[src/rtl/env_pkg.sv]
// rtl/env_pkg.sv - shared mode encodings and latency constants for env_detect
// Optional build macro: ENV_SMOOTH_EN selects the smoothed-output latency.
package env_pkg;

    localparam logic [1:0] MODE_3_8   = 2'd0;
    localparam logic [1:0] MODE_1_2   = 2'd1;
    localparam logic [1:0] MODE_15_16 = 2'd2;
    localparam logic [1:0] MODE_1_4   = 2'd3;

    localparam int LAT_BASE   = 3;
    localparam int LAT_SMOOTH = 4;

`ifdef ENV_SMOOTH_EN
    localparam int LATENCY = LAT_SMOOTH;
`else
    localparam int LATENCY = LAT_BASE;
`endif

endpackage

[src/rtl/env_abs.sv]
// rtl/env_abs.sv - registered two's-complement magnitude, W-bit unsigned result
// The most negative input yields 2^(W-1), which fits the unsigned result without wrap.
module env_abs
    import env_pkg::*;
#(
    parameter int W = 12
) (
    input  logic         i_clk,
    input  logic         i_rst,
    input  logic         i_en,
    input  logic [W-1:0] i_x,
    output logic [W-1:0] o_mag
);

    logic [W-1:0] r_mag;

    always_ff @(posedge i_clk or negedge i_rst) begin
        if (!i_rst) begin
            r_mag <= '0;
        end else if (i_en) begin
            r_mag <= i_x[W-1] ? (~i_x + W'(1)) : i_x;
        end
    end

    assign o_mag = r_mag;

endmodule

[src/rtl/env_detect.sv]
// rtl/env_detect.sv - alpha-max/beta-min envelope detector, 3-stage pipeline
// Optional build macro: ENV_SMOOTH_EN adds a one-pole smoothing stage (latency 4).
module env_detect
    import env_pkg::*;
#(
    parameter int W            = 12,
    parameter int SMOOTH_SHIFT = 4
) (
    input  logic         i_clk,
    input  logic         i_rst,
    input  logic         in_valid,
    input  logic [W-1:0] sample_i,
    input  logic [W-1:0] sample_q,
    input  logic [1:0]   mode,
    output logic         out_valid,
    output logic [W-1:0] out
);

    logic [W-1:0] w_mag_i;
    logic [W-1:0] w_mag_q;
    logic         r_v1;
    logic [1:0]   r_m1;
    logic         r_v2;
    logic [1:0]   r_m2;
    logic [W-1:0] r_mx;
    logic [W-1:0] r_mn;
    logic [W:0]   w_mx;
    logic [W:0]   w_mn;
    logic [W:0]   w_est;

    // Stage 1: magnitudes, with valid and mode riding alongside
    env_abs #(.W(W)) u_abs_i (
        .i_clk (i_clk),
        .i_rst (i_rst),
        .i_en  (in_valid),
        .i_x   (sample_i),
        .o_mag (w_mag_i)
    );

    env_abs #(.W(W)) u_abs_q (
        .i_clk (i_clk),
        .i_rst (i_rst),
        .i_en  (in_valid),
        .i_x   (sample_q),
        .o_mag (w_mag_q)
    );

    always_ff @(posedge i_clk or negedge i_rst) begin
        if (!i_rst) begin
            r_v1 <= 1'b0;
            r_m1 <= '0;
        end else begin
            r_v1 <= in_valid;
            if (in_valid) begin
                r_m1 <= mode;
            end
        end
    end

    // Stage 2: sort magnitudes into max/min
    always_ff @(posedge i_clk or negedge i_rst) begin
        if (!i_rst) begin
            r_v2 <= 1'b0;
            r_m2 <= '0;
            r_mx <= '0;
            r_mn <= '0;
        end else begin
            r_v2 <= r_v1;
            if (r_v1) begin
                r_m2 <= r_m1;
                if (w_mag_i >= w_mag_q) begin
                    r_mx <= w_mag_i;
                    r_mn <= w_mag_q;
                end else begin
                    r_mx <= w_mag_q;
                    r_mn <= w_mag_i;
                end
            end
        end
    end

    // Stage 3 arithmetic: every shifted term floors independently before the sum
    assign w_mx = {1'b0, r_mx};
    assign w_mn = {1'b0, r_mn};

    always_comb begin
        w_est = w_mx;
        case (r_m2)
            MODE_3_8:   w_est = w_mx + (w_mn >> 2) + (w_mn >> 3);
            MODE_1_2:   w_est = w_mx + (w_mn >> 1);
            MODE_15_16: w_est = w_mx - (w_mx >> 4) + (w_mn >> 1) - (w_mn >> 5);
            MODE_1_4:   w_est = w_mx + (w_mn >> 2);
            default:    w_est = w_mx;
        endcase
    end

`ifdef ENV_SMOOTH_EN
    logic                r_v3;
    logic [W-1:0]        r_est;
    logic                r_v4;
    logic [W-1:0]        r_y;
    logic signed [W:0]   w_diff;
    logic signed [W:0]   w_step;
    logic signed [W:0]   w_y_next;
    logic                w_unused_bits;

    always_ff @(posedge i_clk or negedge i_rst) begin
        if (!i_rst) begin
            r_v3  <= 1'b0;
            r_est <= '0;
        end else begin
            r_v3 <= r_v2;
            if (r_v2) begin
                r_est <= w_est[W-1:0];
            end
        end
    end

    // y moves a fraction of the way toward est, so it never leaves [y, est]
    assign w_diff   = $signed({1'b0, r_est}) - $signed({1'b0, r_y});
    assign w_step   = w_diff >>> SMOOTH_SHIFT;
    assign w_y_next = $signed({1'b0, r_y}) + w_step;

    always_ff @(posedge i_clk or negedge i_rst) begin
        if (!i_rst) begin
            r_v4 <= 1'b0;
            r_y  <= '0;
        end else begin
            r_v4 <= r_v3;
            if (r_v3) begin
                r_y <= w_y_next[W-1:0];
            end
        end
    end

    assign w_unused_bits = w_est[W] ^ w_y_next[W];
    assign out           = r_y;
    assign out_valid     = r_v4;
`else
    logic         r_v3;
    logic [W-1:0] r_out;
    logic         w_unused_bits;

    localparam int unused_smooth_shift = SMOOTH_SHIFT;

    always_ff @(posedge i_clk or negedge i_rst) begin
        if (!i_rst) begin
            r_v3  <= 1'b0;
            r_out <= '0;
        end else begin
            r_v3 <= r_v2;
            if (r_v2) begin
                r_out <= w_est[W-1:0];
            end
        end
    end

    assign w_unused_bits = w_est[W];
    assign out           = r_out;
    assign out_valid     = r_v3;
`endif

endmodule

[config.mk]
export PLATFORM = sky130hd
export DESIGN_NAME = env_detect
export DESIGN_NICKNAME = d
export VERILOG_FILES = /design/src/rtl/env_pkg.sv /design/src/rtl/env_abs.sv /design/src/rtl/env_detect.sv
export SDC_FILE = /design/constraint.sdc
export NUM_CORES = 1
export LEC_CHECK = 0
export ABC_AREA = 1
export CAP_MARGIN = 5
export CORE_UTILIZATION = 51
export CTS_CLUSTER_SIZE = 14
export DETAILED_ROUTE_END_ITERATION = 8
export GPL_TIMING_DRIVEN = 0
export PLACE_DENSITY = 0.76
export SLEW_MARGIN = 10
export SYNTH_ARGS = -nofsm -noshare
export SYNTH_HDL_FRONTEND = slang
export SYNTH_SLANG_ARGS = --single-unit
[constraint.sdc]
create_clock -name i_clk -period 3.9 [get_ports i_clk]
set_input_delay 0.585 -clock i_clk [delete_from_list [all_inputs] [get_ports i_clk]]
set_output_delay 0.585 -clock i_clk [all_outputs]
set_load 0.01 [all_outputs]
# [Yosys cells after proc, flatten, opt, wreduce, memory -nomap -nowiden]
# Cells that the tools add are included.
[op_classes] addsub=8 magnitude_cmp=1 n_reduce_logical=1 div=0 mul=0 n_mux=5 eq_ne=3 shifts=0 bitwise=2
[ops] op="$mux W12" n=4
[ops] op="$pmux W12 S4" n=1
[ops] op="$add A12 B1 Y12 const B" n=2
[ops] op="$add A12 B11 Y12" n=2
[ops] op="$not A12 Y12" n=2
[ops] op="$add A12 B10 Y12" n=1
[ops] op="$add A12 B9 Y12" n=1
[ops] op="$ge A12 B12 Y1" n=1
[ops] op="$sub A12 B7 Y12" n=1
[ops] op="$sub A12 B8 Y12" n=1
[ops] op="$eq A2 B2 Y1 const B" n=2
[ops] op="$eq A2 B1 Y1 const B" n=1
[ops] op="$logic_not A2 Y1" n=1
[word_totals] inputBits=29 mem_bits_ro=0 ff_bits=67 output_inout_bits=13 latchBits=0 ram_bits=0 word_cells=30 memories=0

# [Depth between registers and ports, before layout]
# Gate-level depths: netlist of run 1.
[depth] word_depth=4 depth_mapped=22 depth_no_buf=22

# [Modules after synthesis]
# A second synthesis of run 1 with hierarchy kept.
[unflattened] hier_cells=968 area_unflattened_um2=6541.3
[by_module_without_submodules] module="env_detect" seq_area_each_um2=1051.0 n_inst=1 area_per_inst_um2=5102.4 cells_per_inst=770
[by_module_without_submodules] module="env_abs" seq_area_each_um2=300.3 n_inst=2 area_per_inst_um2=719.4 cells_per_inst=99

# [Least setup slack after synthesis of run 1]
# OpenSTA, ideal clock, no wires.
[synth_timing] kind="register to register" from="register r_mn[5]" to="register r_out[8] (netlist: out[8])" required_time_ns=3.835 path_buffers=0 path_stages_with_launch=19 t_arrival_ns=2.792 synth_period_minus_slack_ns=2.857 setup_ns=0.065 setup_slack_ns=1.043 path_cell_list="dfrtp_1 -> inv_1 -> fa_1 -> inv_1 -> fa_1 -> inv_1 -> ha_1 -> inv_1 -> fa_1 -> inv_1 -> nand3_1 -> nand2_1 -> nand2_1 -> nand2_1 -> xor2_1 -> nand2_1 -> nand4_1 -> nand2_1 -> nand2_1"
[synth_between] elab_chain_cells=3 elab_cells_between_ends=6 cone_classes="add/sub: 5; mux: 1"
[synth_lines] item="from (decl)" line_no="env_detect.sv:26" source="logic [W-1:0] r_mn;"
[synth_lines] item="from (signal assigned)" line_no="env_detect.sv:73" source="r_mn <= w_mag_q;"
[synth_lines] item="from (signal assigned)" line_no="env_detect.sv:76" source="r_mn <= w_mag_i;"
[synth_lines] item="$add A12 B11 Y12 / $add A12 B10 Y12 (equally long branches)" line_no="env_detect.sv:91, env_detect.sv:89, env_detect.sv:92"
[synth_lines] item="$sub A12 B7 Y12 / $add A12 B9 Y12 (equally long branches)" line_no="env_detect.sv:91, env_detect.sv:89"
[synth_lines] item="$pmux W12 S4 *" line_no="env_detect.sv:88" source="case (r_m2)"
[synth_lines] item="to (signal assigned)" line_no="env_detect.sv:153" source="r_out <= w_est[W-1:0];"
[synth_lines] item="to (decl)" line_no="env_detect.sv:141" source="logic [W-1:0] r_out;"
# Mark *: on every way between the ends. The rest lies on a longest branch, timed or not.
# A chain may end at the register's enable or synchronous reset.

# [Worst setup path after layout of run 1]
[layout_timing] from="register r_mn[5]" to="register r_out[4] (netlist: out[4])"
# The elaborated chain is that of the path after synthesis.

==> impl_results.md, run 1 <==
* Status: complete, no violations
* Setup_tns at 0 ps
* Endpoint of the worst-slack reg-to-reg timing path: out[4]
* Final Setup Violations at 0
* Antenna diodes at 0
* Floorplan row count at 40
* Critical path class: reg2reg
* Die area at 0.0130 mm²
* Largest net degree at the start of global routing at 54
* Asr flop ratio synth at 100%
* Max_slew headroom at 64.0%
* GRT Overall Usage at 29.8%
* Io pins at 42
* Mapped cell area at 0.00638 mm²
* Sink Count at 66
* Worst-Margin Slew at 540 ps
* VDD IR max at 0.362 mV
* Num CTS Buffers at 9
* Worst EP required at 4120 ps
* Via/cell ratio at 5.30
* Post-layout util at 60.2%
* DR DRC count at 0
* Average routed wire per standard cell at 15.4 µm
* Setup crit start kind: flip-flop
* Worst skew pair latency at 340 ps
* Clock buffer depth at 2
* #FFs+latches synth at 66
* Register area at 0.00165 mm²
* Area grow syn2layout at 14.3%
* Filler cells at 1,207
* Combinational share of power at 69.0%
* Ys flop type: dfrtp_1
* Maxcap violations at 0
* Clk pwr share at 13.6%
* Port buffer count at 39
* Initial antenna violation count at 0
* Reg2Reg Depth at 16
* RSZ-0062 raised after global routing: false
* Fin. max-slew vios at 0
* Multi-input combinational cell area at 0.00410 mm²
* Fin crit share at 89.1%
* DR WL met3 at 807 µm
* DP HPWL at 14.7 mm
* Leak at 3.83 nW
* HP Class: in2async
* Antenna Nets Post-Route at 0
* Switching Power at 3.04 mW
* Reg clk slew, reported paths at 50 ps
* Final Hold Fails at 0
* Vias post-DR at 6,127
* Vias in the first global route at 5,755
* CP Max Fanout at 5
* Period minus WS final at 3470 ps
* 1st-pass router iterations at 5
* RR Startpoint: r_mn[5]
* Initial DRC Count at 491
* H-tree depth at 3
* CTS tree: done
* Routability cong. at 0.946
* Final Routed Wirelength at 17.8 mm
* WL met1 at 7.95 mm
* Chip height at 114 µm
* Max Clock Skew at 7.38 ps
* Setup bufs post-CTS at 0
* Layout Nets at 1,096
* Sequential cell fraction of total power at 17.4%
* Syn Area/Cell at 6.85 µm²
* Max Freq at 288 MHz
* Initial Util at 52.7%
* First-pass GRT wire length at 29.1 mm
* R2R Setup Slk at 430 ps
* Number of synthesized flops with an enable pin at 0
* Register area share after synthesis at 25.9%
* Core outline area at 0.0121 mm²
* Switching part of the total at 51.7%
* Crit end category: flip-flop
* Met2 wire length at 8.20 mm
* Cell Int Power at 2.83 mW
* Synth Warn # at 0
* Top Metal Used: met4
* WP data arrival at 3690 ps
* Layout cell share with drive strength beyond 1 at 4.46%
* Post-Syn Nets at 1,045
* Hold_buf cts at 0
* P per Cell Area at 805 mW/mm²
* Total global routing overflow at 0
* Yosys cell types at 42
* Resize count post-CTS at 0
* Post-Synthesis Cells at 932
* Die X-Extent at 114 µm
* Root buf cell: clkbuf_16
==> power groups by stage <==
stage | clock [mW] | combinational [mW] | sequential [mW]
finish | 0.798 | 4.05 | 1.02
global route | 0.834 | 4.61 | 1.04
CTS | 0.805 | 4.00 | 1.02
detailed placement | 0 | 3.98 | 1.03
global placement | 0 | 3.92 | 1.03
floorplan | 0 | 2.85 | 0.996
==> state kept, by name (all words and copies together), names as in the netlist <==
signal         count
out_valid          1
u_abs_i.o_mag     12
out               12
r_mx              12
r_mn              11
r_m2               2
r_v2               1
u_abs_q.o_mag     12
r_m1               2
r_v1               1
==> synth_stat cells, types with 2 or more instances <==
master,number,share of area (%)
and2_1,2,0.20
o22ai_1,16,1.6
nand2_1,258,15
a31oi_1,2,0.20
o21ai_1,16,1.3
ha_1,65,13
or2_2,8,0.78
a21boi_0,2,0.24
nor3_1,4,0.31
a21o_1,4,0.47
buf_2,6,0.47
nand3_1,57,4.5
fa_1,19,6.0
nand4_1,10,0.98
a21oi_1,43,3.4
xnor2_1,2,0.27
xor2_1,21,2.9
o211ai_1,3,0.35
nor2_1,84,4.9
nor2_2,2,0.20
o21ai_0,54,4.2
o31ai_1,3,0.35
a221oi_1,2,0.27
o21bai_1,6,0.71
nand2_2,5,0.49
clkbuf_1,12,0.71
clkinv_1,2,0.12
inv_1,143,8.4
dfrtp_1,66,26
nand3_2,3,0.47
==> worst max-delay path, cell delays in order (launching register included) <==
cell and delay, ps:
dfrtp_1 450, inv_1 250, fa_1 480, inv_1 80, fa_1 400, inv_1 60, ha_1 220, inv_1 70
fa_1 350, inv_1 160, nand3_1 90, nand2_1 110, a21boi_0 90, o21ai_0 150, o21ai_0 170, nor2_1 130
a31oi_1 80
==> layout by cell type (no fill, tap or decap), types with 10 or more instances in the layout <==
cell,n
o22ai_1,16
clkdlybuf4s50_1,38
o21ai_1,16
fa_1,19
nand4_1,10
nor2_1,84
xor2_1,21
o21ai_0,54
inv_1,143
dfrtp_1,66
nand3_1,57
clkbuf_1,14
nand2_1,258
ha_1,65
a21oi_1,43
==> layer usage <==
layer	global-route usage [%]	up-vias
li1	-	3097
met1	37.8	2815
met2	49.0	161
met3	4.78	54
met4	15.8	0
met5	0	-
==> worst max path at each step <==
| stage | cells after the start | startpoint | endpoint | slack, ps |
|---|---|---|---|---|
| floorplan | 18 | r_mn[5] | out[8] | 1040 |
| global placement | 1 | i_rst | r_m1[1] | -60 |
| detailed placement | 18 | r_mn[5] | out[8] | 460 |
| CTS | 18 | r_mn[5] | out[8] | 450 |
| global route | 18 | r_mn[5] | out[8] | 210 |
| finish | 16 | r_mn[5] | out[4] | 430 |
==> cell families after synthesis <==
| group | share of synthesized area [%] |
|---|---|
| simple gates | 28.6 |
| buf+inv | 9.84 |
| compound gates | 13.8 |
| fa+ha+maj | 18.7 |
| flops | 25.9 |
| xor+xnor | 3.16 |
==> layout make-up <==
cell class              count  share of cell area, %
plain buffers              19                   1.10
clock buffers              12                   3.38
clock inverters             3                  0.549
inverters                 146                   7.51
multi-input cells         701                   56.2
flip-flops and latches     66                   22.6
well taps                 168                   2.88
repair buffers             40                   5.70
==> per-stage QoR <==
step	cells	hold slack (ps)	worst slack [ps]	instance area (µm²)	total power [mW]
after floorplan	932	289	1040	6380	3.85
after global placement	1139	359	-57.0	6980	4.94
after detailed placement	1140	360	463	7010	5.01
after CTS	1155	115	454	7290	5.83
after global routing	1155	119	212	7290	6.49
final	1155	109	426	7290	5.87
(Power assumes the default switching activity.)
==> run 2: changes to the inputs <==
--- a/config.mk
+++ b/config.mk
@@ -12,7 +12,6 @@
 export DETAILED_ROUTE_END_ITERATION = 8
 export GPL_TIMING_DRIVEN = 0
 export PLACE_DENSITY = 0.76
-export SLEW_MARGIN = 10
 export SYNTH_ARGS = -nofsm -noshare
 export SYNTH_HDL_FRONTEND = slang
 export SYNTH_SLANG_ARGS = --single-unit
==> run 2 against run 1 <==
Net effect:
- hold slack better by 250 ps
- power down 0.31%
- combinational power about the same
- register-to-register slack about the same
- die area unchanged
- clock power about the same
- non-clock buffer count down 1
- critical path type unchanged
- critical endpoint is now out[8]
- largest cell class unchanged
==> impl_results.md, run 2 (synthesis results as in run 1) <==
* Clock buffer depth at 2 (unchanged)
* Root buf cell: clkbuf_16
* DR DRC count at 0 (unchanged)
* HP Class: in2async
* First-pass GRT wire length at 29.2 mm (+0.26%)
* Reg2Reg Depth at 18 (+2)
* Resize count post-CTS at 0 (unchanged)
* Leak at 3.81 nW (-0.33%)
* Critical path launch point: r_mn[5]
* H-tree depth at 3 (unchanged)
* Worst Hold Slack at 360 ps (+251 ps)
* Die X-Extent at 114 µm (unchanged)
* Largest stage delay, worst path at 480 ps (about the same)
* VDD IR max at 0.394 mV (+8.9%)
* Fin crit share at 88.8% (-0.26 points)
* CP Max Fanout at 5 (unchanged)
* Max_slew headroom at 42.2% (-22 points)
* Pre-CTS setup slack at 467 ps (+3.45 ps)
* Cell Int Power at 2.83 mW (-0.17%)
* Most frequent cells in the layout: 258 x nand2_1, 143 x inv_1, 84 x nor2_1
* Total global routing overflow at 0 (unchanged)
* Layout Nets at 1,095 (-0.091%)
* Worst skew pair latency at 340 ps (about the same)
* Most common cell after layout, fill and taps aside: nand2_1
* Post-layout util at 60.0% (-0.23 points)
* Fin area at 0.00727 mm² (-0.38%)
* Vias in the first global route at 5,818 (+1.1%)
* Max Freq at 289 MHz (+0.29%)
* Setup crit start kind: flip-flop
* Fin. max-slew vios at 0 (unchanged)
* Initial antenna violation count at 0 (unchanged)
* Routability cong. at 0.946 (unchanged)
* Area after DPL at 0.00698 mm² (-0.39%)
* Vias post-DR at 6,099 (-0.46%)
* Worst EP required at 4180 ps (+60 ps)
* Initial DRC Count at 512 (+4.3%)
* Average routed wire per standard cell at 15.4 µm (+0.18%)
* 1st-pass router iterations at 5 (unchanged)
* Area grow syn2layout at 13.9%
* Critical path class: reg2reg
* CP cell instances: inv_1 -> fa_1 -> inv_1 -> fa_1 -> inv_1 -> ha_1 -> inv_1 -> fa_1 -> inv_1 -> nand3_1 -> nand2_1 -> nand2_1 -> nand2_1 -> xor2_1 -> nand2_1 -> nand4_1 -> nand2_1 -> nand2_1
* Final worst slack at 436 ps (+10.0 ps)
* RSZ-0062 raised after global routing: false
* CTS tree: done
* Die area at 0.0130 mm² (unchanged)
* Core outline area at 0.0121 mm² (unchanged)
* Via/cell ratio at 5.29 (-0.37%)
* GRT Overall Usage at 29.8% (+0.052 points)
* RR Startpoint: r_mn[5]
* Switching part of the total at 51.7% (-0.068 points)
* R2R Setup Slk at 440 ps (about the same)
* Total design power at 5.85 mW (-0.31%)
* Hold_buf cts at 0 (unchanged)
* Setup bufs post-CTS at 0 (unchanged)
* Worst setup endpoint: out[8]
* Final Hold Fails at 0 (unchanged)
* Maxcap violations at 0 (unchanged)
* Clk pwr share at 13.6% (about the same)
* Final Routed Wirelength at 17.8 mm (about the same)
* DP HPWL at 14.6 mm (-0.84%)
* Chip height at 114 µm (unchanged)
* Crit end category: flip-flop
* Endpoint of the worst-slack reg-to-reg timing path: out[8]
* P per Cell Area at 806 mW/mm² (about the same)
* Initial Util at 52.7% (unchanged)
* Reg clk slew, reported paths at 50 ps (about the same)
* Antenna Nets Post-Route at 0 (unchanged)
* Most used cell, CP: nand2_1
* Sink Count at 66 (unchanged)
* Combinational share of power at 68.9% (about the same)
* Max Clock Skew at 6.72 ps (-0.660 ps)
* WP data arrival at 3740 ps (+50 ps)
* Switching Power at 3.03 mW (-0.44%)
* Antenna diodes at 0 (unchanged)
* Io pins at 42 (unchanged)
* Sequential cell fraction of total power at 17.5% (about the same)
* Layout cell share with drive strength beyond 1 at 4.36% (-0.097 points)
* Port buffer count at 39 (unchanged)
* Largest net degree at the start of global routing at 67 (+24%)
* Period minus WS final at 3460 ps (-10.0 ps)
* Num CTS Buffers at 9 (unchanged)
* Worst-Margin Slew at 866 ps (+327 ps)
* Status: complete, no violations
* Final Setup Violations at 0 (unchanged)
* Floorplan row count at 40 (unchanged)
* Critical Path Slowest Stage Cell: fa_1
-- run 2: cell count changes in the layout (fill, tap and decap cells not counted), sizes merged --
| cell | delta |
|---|---|
| buf | -1 |
-- run 2: worst min path at each step --
stage                      from      end  depth (start not counted)
final                     i_rst  r_mx[4]                          1
after CTS                  r_v1     r_v2                          0
after floorplan           i_rst   out[0]                          0
after global placement     r_v1     r_v2                          0
after global routing       r_v1     r_v2                          0
after detailed placement   r_v1     r_v2                          0
-- run 2: power groups by stage --
stage | sequential (mW) | combinational (mW) | clock, mW
after detailed placement | 1.03 | 3.97 | 0
after global placement | 1.03 | 3.92 | 0
after CTS | 1.02 | 3.99 | 0.802
after global routing | 1.04 | 4.59 | 0.834
final | 1.02 | 4.03 | 0.797
after floorplan | 0.996 | 2.85 | 0
-- run 2: layout make-up --
type	instances	area, µm²
Sequential cell	66	1650
Multi-Input combinational cell	701	4100
Timing Repair Buffer	39	388
Inverter	146	548
Buffer	19	80.1
Tap cell	168	210
Clock inverter	3	40.0
Clock buffer	12	246
Fill cell	1192	4850
-- run 2: worst max-delay path: cells and delay by family (launching register included) --
family | cells | cell delay [ps]
xor+xnor | 1 | 150
flops | 1 | 440
fa+ha+maj | 4 | 1460
buf+inv | 5 | 630
simple gates | 8 | 690
-- run 2: through the flow --
stage	TNS [ps]	instances
after global routing	0	1154
final	0	1154
after detailed placement	0	1139
after floorplan	0	932
after CTS	0	1154
after global placement	-3340	1139
-- run 2: metal layers --
metal | GRT usage, % | wire (µm)
met2 | 50.0 | 8320
met4 | 15.7 | 744
met1 | 37.4 | 7790
met5 | 0 | 0
met3 | 4.41 | 952
==> run 3: changes to the inputs <==
--- a/config.mk
+++ b/config.mk
@@ -7,11 +7,14 @@
 export LEC_CHECK = 0
 export ABC_AREA = 1
 export CAP_MARGIN = 5
-export CORE_UTILIZATION = 51
+export CELL_PAD_IN_SITES_DETAIL_PLACEMENT = 0
+export CELL_PAD_IN_SITES_GLOBAL_PLACEMENT = 1
+export CORE_UTILIZATION = 44
 export CTS_CLUSTER_SIZE = 14
 export DETAILED_ROUTE_END_ITERATION = 8
 export GPL_TIMING_DRIVEN = 0
-export PLACE_DENSITY = 0.76
+export MAX_ROUTING_LAYER = met4
+export PLACE_DENSITY = 0.88
 export SYNTH_ARGS = -nofsm -noshare
 export SYNTH_HDL_FRONTEND = slang
 export SYNTH_SLANG_ARGS = --single-unit
==> run 3 against run 2 <==
Net effect:
- critical path depth unchanged
- via count down 1.8%
- clock power up 9.5%
- die area up 16%
- clock-buffer cell count down 3
- maximum frequency down 1.2%
- first-iteration DRC count down 6.1%
- setup slack worse by 40 ps
- global-route usage down 2.5 points
- combinational power down 1%
- non-clock buffer count unchanged
- critical path type unchanged
- largest cell class unchanged
==> impl_results.md, run 3 (synthesis results as in run 1) <==
* Critical path class: reg2reg
* Via/cell ratio at 5.13 (-2.9%)
* Setup bufs post-CTS at 0 (unchanged)
* Vias in the first global route at 5,747 (-1.2%)
* Resize count post-CTS at 0 (unchanged)
* Final Routed Wirelength at 18.1 mm (+1.5%)
* Critical path launch point: r_mn[5]
* H-tree depth at 3 (unchanged)
* Total global routing overflow at 0 (unchanged)
* Die X-Extent at 122 µm (+7.5%)
* Hold_buf cts at 0 (unchanged)
* Antenna Nets Post-Route at 0 (unchanged)
* Most common cell after layout, fill and taps aside: nand2_1
* Port buffer count at 39 (unchanged)
* Layout cell share with drive strength beyond 1 at 4.66% (+0.30 points)
* CP Max Fanout at 5 (unchanged)
* Most frequent cells in the layout: 258 x nand2_1, 143 x inv_1, 84 x nor2_1
* Antenna diodes at 0 (unchanged)
* Average routed wire per standard cell at 15.5 µm (+0.33%)
* Setup crit start kind: flip-flop
* Fin crit share at 89.9% (+1.0 points)
* Worst EP required at 4180 ps (about the same)
* Clock buffer depth at 2 (unchanged)
* Post-layout util at 52.3% (-7.7 points)
* Leak at 3.82 nW (+0.24%)
* VDD IR max at 0.333 mV (-15%)
* Worst-Margin Slew at 877 ps (+10.6 ps)
* Core outline area at 0.0140 mm² (+15%)
* Sink Count at 66 (unchanged)
* 1st-pass router iterations at 6 (+1)
* Final Hold Fails at 0 (unchanged)
* RR Startpoint: r_mn[5]
* Worst Hold Slack at 355 ps (-5.02 ps)
* Reg2Reg Depth at 18 (unchanged)
* Routability cong. at 0.947 (about the same)
* R2R Setup Slk at 400 ps (-40 ps)
* Floorplan row count at 43 (+7.5%)
* Max_slew headroom at 41.5% (-0.71 points)
* Root buf cell: clkbuf_16
* Endpoint of the worst-slack reg-to-reg timing path: out[8]
* Area grow syn2layout at 14.6%
* Total design power at 5.88 mW (+0.39%)
* First-pass GRT wire length at 29.8 mm (+2.1%)
* Io pins at 42 (unchanged)
* GRT Overall Usage at 27.4% (-2.5 points)
* Initial antenna violation count at 0 (unchanged)
* Worst skew pair latency at 340 ps (about the same)
* WP data arrival at 3790 ps (+50 ps)
* Initial Util at 45.6% (-7.1 points)
* Final Setup Violations at 0 (unchanged)
* Crit end category: flip-flop
* Status: complete, no violations
* Vias post-DR at 5,989 (-1.8%)
* HP Class: in2async
* P per Cell Area at 804 mW/mm² (-0.26%)
* Layout Nets at 1,095 (unchanged)
* Largest net degree at the start of global routing at 67 (unchanged)
* Die area at 0.0150 mm² (+16%)
* Chip height at 122 µm (+7.5%)
* Fin. max-slew vios at 0 (unchanged)
* Maxcap violations at 0 (unchanged)
* RSZ-0062 raised after global routing: false
* Period minus WS final at 3500 ps (+40.5 ps)
* Worst setup endpoint: out[8]
* CTS tree: done
* DR DRC count at 0 (unchanged)
* DP HPWL at 15.0 mm (+2.9%)
* Num CTS Buffers at 9 (unchanged)
* Initial DRC Count at 481 (-6.1%)
* Max Clock Skew at 6.63 ps (-0.0905 ps)
* Reg clk slew, reported paths at 60 ps (about the same)
* Max Freq at 285 MHz (-1.2%)
[run 3: per-stage QoR]
stage,setup WS (ps),area [µm²],TNS (ps),instances
global placement,-139,7000,-8760,1151
CTS,418,7310,0,1167
detailed placement,428,6990,0,1151
global route,201,7310,0,1167
finish,395,7310,0,1167
floorplan,1040,6380,0,932
[run 3: where the power goes]
group	leakage (nW)	switching (mW)	internal (mW)
Clock	0.151	0.315	0.558
Sequential	0.808	0.191	0.838
Combinational	2.86	2.50	1.47
Total	3.82	3.01	2.87
[run 3: how the worst min path moves through the flow]
| stage | start | to | depth (start not counted) |
|---|---|---|---|
| 6_report | i_rst | out[7] | 1 |
| 4_1_cts | r_v1 | r_v2 | 0 |
| 5_1_grt | r_v1 | r_v2 | 0 |
| 3_3_place_gp | r_v1 | r_v2 | 0 |
| 3_5_place_dp | r_v1 | r_v2 | 0 |
| 2_1_floorplan | i_rst | out[0] | 0 |
[run 3: per-layer routing]
metal / part of all wire [%] / vias to the layer above / global-route usage, %
met5: 0 / - / -
met4: 3.5 / 0 / 12.3
met3: 3.2 / 45 / 3.02
met2: 48 / 147 / 44.3
met1: 46 / 2704 / 34.4
li1: - / 3093 / -
[run 3: cell type report]
| cell class | count | area (µm²) |
|---|---|---|
| timing repair buffer | 39 | 388 |
| clock inverter | 7 | 93.8 |
| clock buffer | 9 | 225 |
| sequential | 66 | 1650 |
| tap | 180 | 225 |
| fill | 1458 | 6680 |
| multi-input combinational | 701 | 4100 |
| buffer | 19 | 80.1 |
| inverter | 146 | 548 |
[run 3: critical path, cell delays in order, from the launching register on]
cell and delay, ps:
dfrtp_1 450, inv_1 270, fa_1 490, inv_1 90, fa_1 400, inv_1 80
ha_1 230, inv_1 70, fa_1 350, inv_1 150, nand3_1 90, nand2_1 100
nand2_1 60, nand2_1 80, xor2_1 140, nand2_1 130, nand4_1 140, nand2_1 60
nand2_1 50
